## config.mk

```make
export PLATFORM = sky130hd
export DESIGN_NAME = mux_n_pipe
export DESIGN_NICKNAME = d
export VERILOG_FILES = /design/src/rtl/mux_n_pipe.sv
export SDC_FILE = /design/constraint.sdc
export NUM_CORES = 1
export LEC_CHECK = 0
export ABC_AREA = 1
export CAP_MARGIN = 20
export CORE_MARGIN = 2
export CORE_UTILIZATION = 36
export CTS_CLUSTER_DIAMETER = 80
export DETAILED_ROUTE_END_ITERATION = 8
export MAX_ROUTING_LAYER = met4
export PLACE_DENSITY = 0.84
export SLEW_MARGIN = 40
export SYNTH_ARGS = -nofsm -noshare
export SYNTH_HDL_FRONTEND = slang
export SYNTH_SLANG_ARGS = --single-unit
```

## constraint.sdc

```tcl
create_clock -name CLK -period 1.9 [get_ports CLK]
set_clock_uncertainty 0.2 [all_clocks]
set_input_delay 0.57 -clock CLK [delete_from_list [all_inputs] [get_ports CLK]]
set_output_delay 0.57 -clock CLK [all_outputs]
set_load 0.005 [all_outputs]
```

## src/rtl/mux_n_pipe.sv

```systemverilog
// mux_n_pipe: N-way operand select with registered valid/ready output; define MUX_SKID_EN for a 2-entry skid buffer
module mux_n_pipe #(
  parameter int WIDTH   = 16,
  parameter int NUM_IN  = 4,
  parameter int SEL_W   = 2,
  parameter int COUNT_W = 8
) (
  input  logic                    CLK,
  input  logic                    Reset,
  input  logic [NUM_IN*WIDTH-1:0] In_Data,
  input  logic [SEL_W-1:0]        Sel,
  input  logic                    In_Valid,
  output logic                    In_Ready,
  output logic [WIDTH-1:0]        Out_Data,
  output logic                    Out_Valid,
  input  logic                    Out_Ready,
  output logic                    Sel_Err,
  input  logic                    Err_Clear,
  output logic [COUNT_W-1:0]      Xfer_Count
);
  logic accept, take, sel_ok, load_main;
  logic [WIDTH-1:0] sel_word, main_d;
  assign accept = In_Valid & In_Ready;
  assign take   = Out_Valid & Out_Ready;
  // pick the addressed channel; an out-of-range select yields zero and flags sel_ok low
  always_comb begin
    sel_word = '0;
    sel_ok   = 1'b0;
    for (int k = 0; k < NUM_IN; k++)
      if (Sel == SEL_W'(k)) begin
        sel_word = In_Data[k*WIDTH +: WIDTH];
        sel_ok   = 1'b1;
      end
  end
`ifdef MUX_SKID_EN
  typedef enum logic [1:0] {EMPTY, ONE, TWO} state_t;
  state_t state, state_n;
  logic load_skid, from_skid;
  logic [WIDTH-1:0] skid;
  assign In_Ready  = state != TWO;
  assign Out_Valid = state != EMPTY;
  assign main_d    = from_skid ? skid : sel_word;
  // occupancy tracking: second word parks in skid while the output stalls
  always_comb begin
    state_n   = state;
    load_main = 1'b0;
    load_skid = 1'b0;
    from_skid = 1'b0;
    case (state)
      EMPTY: if (accept) begin
        state_n   = ONE;
        load_main = 1'b1;
      end
      ONE: if (accept && take) load_main = 1'b1;
        else if (accept) begin
          state_n   = TWO;
          load_skid = 1'b1;
        end
        else if (take) state_n = EMPTY;
      TWO: if (take) begin
        state_n   = ONE;
        load_main = 1'b1;
        from_skid = 1'b1;
      end
      default: state_n = EMPTY;
    endcase
  end
  // skid register holds the queued second word
  always_ff @(posedge CLK or posedge Reset)
    if (Reset) skid <= '0;
    else if (load_skid) skid <= sel_word;
`else
  typedef enum logic {EMPTY, FULL} state_t;
  state_t state, state_n;
  assign In_Ready  = !Out_Valid | Out_Ready;
  assign Out_Valid = state != EMPTY;
  assign main_d    = sel_word;
  // single register: any accept loads it, a lone take empties it
  always_comb begin
    load_main = accept;
    state_n   = accept ? FULL : take ? EMPTY : state;
  end
`endif
  // state register
  always_ff @(posedge CLK or posedge Reset)
    if (Reset) state <= EMPTY;
    else state <= state_n;
  // output register, held while stalled
  always_ff @(posedge CLK or posedge Reset)
    if (Reset) Out_Data <= '0;
    else if (load_main) Out_Data <= main_d;
  // sticky select error; a new bad select beats a clear in the same cycle
  always_ff @(posedge CLK or posedge Reset)
    if (Reset) Sel_Err <= 1'b0;
    else if (accept && !sel_ok) Sel_Err <= 1'b1;
    else if (Err_Clear) Sel_Err <= 1'b0;
  // count completed output handshakes, wrapping naturally
  always_ff @(posedge CLK or posedge Reset)
    if (Reset) Xfer_Count <= '0;
    else if (take) Xfer_Count <= Xfer_Count + 1'b1;
endmodule

```

==> flow_summary.toml, run 1 <==
[outcome]
outcome = "finished clean"

[timing]
finalSetupViolCount = 0
whs_ps = 282
period_needed_ps = 1800
grt_setup_unrepaired = "no"
fin_setup_tns_ps = 0
fin_ws_ps = 102
finalHoldViolations = 0
slew_viol_final = 0
min_period_over_period_pct = 94.6
worst_pin_slew_ps = 519
timing.slew.headroom_pct = 65.4
fmax_mhz = 556

[power_and_ir_drop]
switchingPower_uw = 569
seqPwrFrac_pct = 35.8
p_int_mw = 1.43
switching_share_pct = 28.5
ir_drop_v = 0.000325
pwr-share-comb_pct = 41.2
clock_power_share_pct = 23.1
leakagePower_nw = 1.42
power_per_cell_area_mw_per_mm2 = 705

[clocking]
clk_path_buf_depth = 2
cts_tree = "yes"
clk_latency_ps = 270
clkTransAtPathRegs_ps = 90
cts.sinks = 26
numCtsBuffers = 3
cts_root_buf = "clkbuf_8"
htree_levels = 1

[cells_and_area]
antennaDiodeCount = 0
synthToLayoutAreaGrowth_pct = 84.7
fin_nets = 432
drive_gt1_share_pct = 11.1
fin_util_pct = 69.9

[hold_path]
worstHoldPathCells = 2
hp-class = "register to register"

[placed_design]
post-dp-hpwl_um = 3580
port_buffers = 97
dp_slack_ps = -522
place_congestion = 0.824

[global_route]
grt_remaining_overflow = 0
grt_pass1_vias = 1805
grt_max_degree = 27
globalRouteTotalUtil_pct = 20.8
grt_pass1_wl_um = 7940
antenna_found_initial = 0

[setup_path]
cp-end-kind = "output pin"
cp_data_arrival_time_ps = 1030
ff2ff_path_depth = 10
slowest_stage = "dlygate4sd2_1"
cp_slowest_stage_delay_ps = 240
crit_required_ps = 1130
crit_type = "primary input to output pin"
critPathLaunchType = "primary input"
crit_chain = "dlygate4sd2_1, inv_1, nand2_1, buf_2"
cp_max_fo = 2

[yosys]
syn_inst = 237
synth-seq-cells = 26
synth_area_per_cell_um2 = 6.48
synth_nets = 309
synth.distinct_cells = 17
ys_seq_area_share_pct = 42.4
ys_warn_count = 0
netlist_area_mm2 = 0.00154

[drt]
wl_per_cell_um = 11.4
ant_nets = 0
vias = 1831
drc_errors = 0
wl_um = 4660
firstDrtPassIters = 4
drt_iter0_drc = 129
vias_per_cell = 4.48

[floorplan]
die_w_um = 69.3
start_util_pct = 37.8
core_region_area_mm2 = 0.00406
pin_count = 98
core.rowCount = 23
die_area_mm2 = 0.00480
die_h_um = 69.3

[flow_run]
drv_cap = 0
[power by group through the flow]
stage / combinational, mW / sequential [mW] / clock, mW
detailed placement: 0.762 / 0.754 / 0
floorplan: 0.244 / 0.777 / 0
CTS: 0.819 / 0.717 / 0.470
global placement: 0.743 / 0.753 / 0
global route: 0.916 / 0.731 / 0.489
finish: 0.824 / 0.715 / 0.461
[registers in the layout (all words and copies together) (netlist names)]
| register | cells |
|---|---|
| Out_Valid | 1 |
| Out_Data | 16 |
| Xfer_Count | 8 |
| Sel_Err | 1 |
[timing repair]
item / in CTS / in global routing
endpoints found under the hold margin: 0 / 0
pin swaps: 1 / 0
setup endpoints to repair: 40 / 5
cloned: 1 / 0
setup buffers: 10 / 3
hold buffers: 0 / 0
gates resized for setup: 32 / 5
[metal layers]
layer	global-route usage [%]	vias up	wire length [µm]
li1	-	974	-
met1	22.6	801	1880
met2	37.9	48	2460
met3	3.05	8	204
met4	8.28	0	115
met5	-	-	0
[layout by cell type (no fill, tap or decap), drive strengths merged]
cell	synthesis	routed
nand2	108	108
clkdlybuf4s50	0	67
nor2	54	54
buf	6	28
dfrtp	26	26
dlygate4sd2	0	24
nand3	18	18
inv	13	13
dlymetal6s2s	0	5
o21ai	4	4
nand4	3	3
clkbuf	0	3
xnor2	2	2
nor3	1	1
xor2	1	1
ha	1	1
bufinv	0	1
[metrics by stage]
step	total power, mW	cell area (µm²)	cells
after floorplan	1.02	1540	237
after global placement	1.50	2650	391
after detailed placement	1.52	2650	391
after CTS	2.01	2800	406
after global routing	2.14	2840	409
final	2.00	2840	409
[logic make-up (layout without fill, tap and decap cells)]
kind of cell / Yosys count / in the layout / synth area share, %
DFF: 26 / 26 / 42.4
and+or+nand+nor: 184 / 184 / 48.0
AOI/OAI and AO/OA: 4 / 4 / 1.30
buffers and inverters: 19 / 141 / 5.79
adders and majority gates: 1 / 1 / 0.815
xor gates and xnor gates: 3 / 3 / 1.71
[synth_stat cells, drive strengths merged]
master	count	share of area, %
nor2	54	14
nand3	18	5.9
nor3	1	0.33
ha	1	0.81
o21ai	4	1.3
nand2	108	27
nand4	3	1.2
xnor2	2	1.1
buf	6	2.6
dfrtp	26	42
xor2	1	0.57
inv	13	3.2
[cell type report]
type                       instances  area (µm²)
sequential                        26         651
fill                             346        1220
tap                               50        62.6
timing repair buffer             124        1200
multi-input combinational        192         803
clock buffer                       3        41.3
clock inverter                     1        30.0
inverter                          13        51.3
[path summary, 6_finish.rpt]
path / startpoint / to / slack (ps)
max: Out_Ready / In_Ready / 100
min: Out_Data[7]$_DFFE_PP0P_ / Out_Data[7]$_DFFE_PP0P_ / 280
max reg2reg: Out_Valid$_DFFE_PP0P_ / Out_Data[3]$_DFFE_PP0P_ / 290
min reg2reg: Out_Data[7]$_DFFE_PP0P_ / Out_Data[7]$_DFFE_PP0P_ / 280
max in group asynchronous: Reset / Out_Data[3]$_DFFE_PP0P_ / 790
min in group asynchronous: Reset / Out_Data[5]$_DFFE_PP0P_ / 450
[critical path, delay by kind of cell]
family | cells | cell delay (ps)
AND/OR/NAND/NOR | 1 | 50
buffers and inverters | 3 | 410
No activity file was read; power rests on OpenSTA's default activity.
==> run 2: changes to the inputs <==
- GPL_TIMING_DRIVEN: unset -> 0
- TNS_END_PERCENT: unset -> 50
==> run 2 against run 1 <==
Global-route usage is 0.18 points higher. First-iteration DRC count shrank 47%. Register-to-register slack better by 30 ps. Combinational power is 14% lower. Die area did not move. Hold slack better by 4.1 ps. Critical endpoint unchanged. Critical path depth did not move.
==> flow_summary.toml, run 2 (synthesis results as in run 1) <==
[hold_path]
worstHoldPathCells = 2
hp-class = "register to register"
min_to = "Sel_Err$_DFFE_PP0P_"
min-delay-start = "Sel_Err$_DFFE_PP0P_"

[timing]
slew_viol_final = 0
period_needed_ps = 1800
min_period_over_period_pct = 95.0
grt_setup_unrepaired = "no"
finalSetupViolCount = 0
fmax_mhz = 554
whs_ps = 286
worst_pin_slew_ps = 542
timing.slew.headroom_pct = 63.8
finalHoldViolations = 0

[placed_design]
place_congestion = 0.838
port_buffers = 97
dpl-instance-area_mm2 = 0.00257
post-dp-hpwl_um = 3780

[setup_path]
cp_data_arrival_time_ps = 1030
r2r_start = "Out_Valid$_DFFE_PP0P_"
cp_max_fo = 2
crit_required_ps = 1130
ff2ff_path_depth = 8
crit_type = "primary input to output pin"
critPathLaunchType = "primary input"
regToRegEndpoint = "Out_Data[10]$_DFFE_PP0P_"
rrSetupSlack_ps = 320
cp-end-kind = "output pin"

[drt]
wl_per_cell_um = 12.2
vias = 1826
vias_per_cell = 4.63
drt_iter0_drc = 69
ant_nets = 0
firstDrtPassIters = 4
drc_errors = 0
wl_um = 4790

[cells_and_area]
drive_gt1_share_pct = 8.43
top_regs = "Out_Data x16, Xfer_Count x8"
fin_nets = 418
fill_cells = 371
multi_input_area_um2 = 803
antennaDiodeCount = 0
largest_register = "Out_Data"
synthToLayoutAreaGrowth_pct = 73.5
layout_commonest_cell = "nand2_1"
final_cell_mix = "nand2_1 (105), clkdlybuf4s50_1 (67), nor2_1 (52)"
regArea_um2 = 652
largest_reg_flops = 16
final_cell_area_mm2 = 0.00266

[floorplan]
pin_count = 98
core_region_area_mm2 = 0.00406
die_h_um = 69.3
die_area_mm2 = 0.00480
start_util_pct = 37.8
core.rowCount = 23
die_w_um = 69.3

[clocking]
numCtsBuffers = 3
htree_levels = 1
cts.sinks = 26
clkTransAtPathRegs_ps = 80
cts_tree = "yes"
cts_hold_buf = 0
clk_path_buf_depth = 2
clk_latency_ps = 260
cts_root_buf = "clkbuf_8"

[global_route]
globalRouteTotalUtil_pct = 21.0
grt_pass1_wl_um = 7910
grt_remaining_overflow = 0
grt_max_degree = 27
antenna_found_initial = 0
grt_pass1_vias = 1829

[outcome]
outcome = "finished clean"

[power_and_ir_drop]
ir_drop_v = 0.000404
power_per_cell_area_mw_per_mm2 = 656
leakagePower_nw = 1.36

[flow_run]
drv_cap = 0
[run 2: where the power goes]
| part | leakage [nW] | total, mW | switching (mW) | internal (mW) |
|---|---|---|---|---|
| clock | 0.0216 | 0.304 | 0.163 | 0.142 |
| sequential | 0.312 | 0.733 | 0.0675 | 0.665 |
| combinational | 1.03 | 0.710 | 0.310 | 0.400 |
[run 2: what timing repair did]
item | in CTS | in global routing
resized for setup | 26 | 15
setup buffers | 5 | 2
endpoints found under the setup margin | 34 | 20
gates cloned | 0 | 0
hold endpoints to repair | 0 | 0
[run 2: final cells by class]
class / count / share of cell area, %
clock buffers: 3 / 1.55
plain buffers: 6 / 1.50
repair buffers: 104 / 38.0
inverters: 13 / 1.93
multi-input cells: 192 / 30.2
flip-flops and latches: 26 / 24.5
well taps: 50 / 2.35
[run 2: worst max-delay path: stages]
cell and delay, ps:
dlygate4sd2_1 240, inv_1 60, nand2_2 50, buf_2 120
[run 2: how the worst max path moves through the flow]
stage / startpoint / cells after the start / slack (ps) / end
2_1_floorplan: Out_Ready / 8 / 300 / Out_Data[10]$_DFFE_PP0P_
3_3_place_gp: Out_Ready / 4 / -560 / In_Ready
3_5_place_dp: Out_Ready / 4 / -570 / In_Ready
4_1_cts: Out_Data[3]$_DFFE_PP0P_ / 1 / 0.1 / Out_Data[3]
5_1_grt: Sel[1] / 7 / 10 / Out_Data[8]$_DFFE_PP0P_
6_report: Out_Ready / 4 / 100 / In_Ready
[run 2: routing by layer]
metal  track usage (%)  wire length (µm)  up-vias  share of wire, %
li1                  -                 -      940                 -
met1              22.8              1960      817                41
met2              37.9              2530       59                53
met3              3.34               183       10               3.8
met4              8.71               115        0               2.4
met5                 -                 0        -                 0
[run 2: metrics by stage]
stage               cells  setup slack, ps  power (mW)  TNS (ps)  utilization [%]
floorplan             237              299        1.02         0                -
global placement      384             -561        1.45     -9770             63.3
detailed placement    384             -568        1.47     -7320             63.3
CTS                   392            0.113        1.76         0             64.9
global route          394             12.9        1.87         0             65.6
finish                394             95.3        1.75         0             65.6
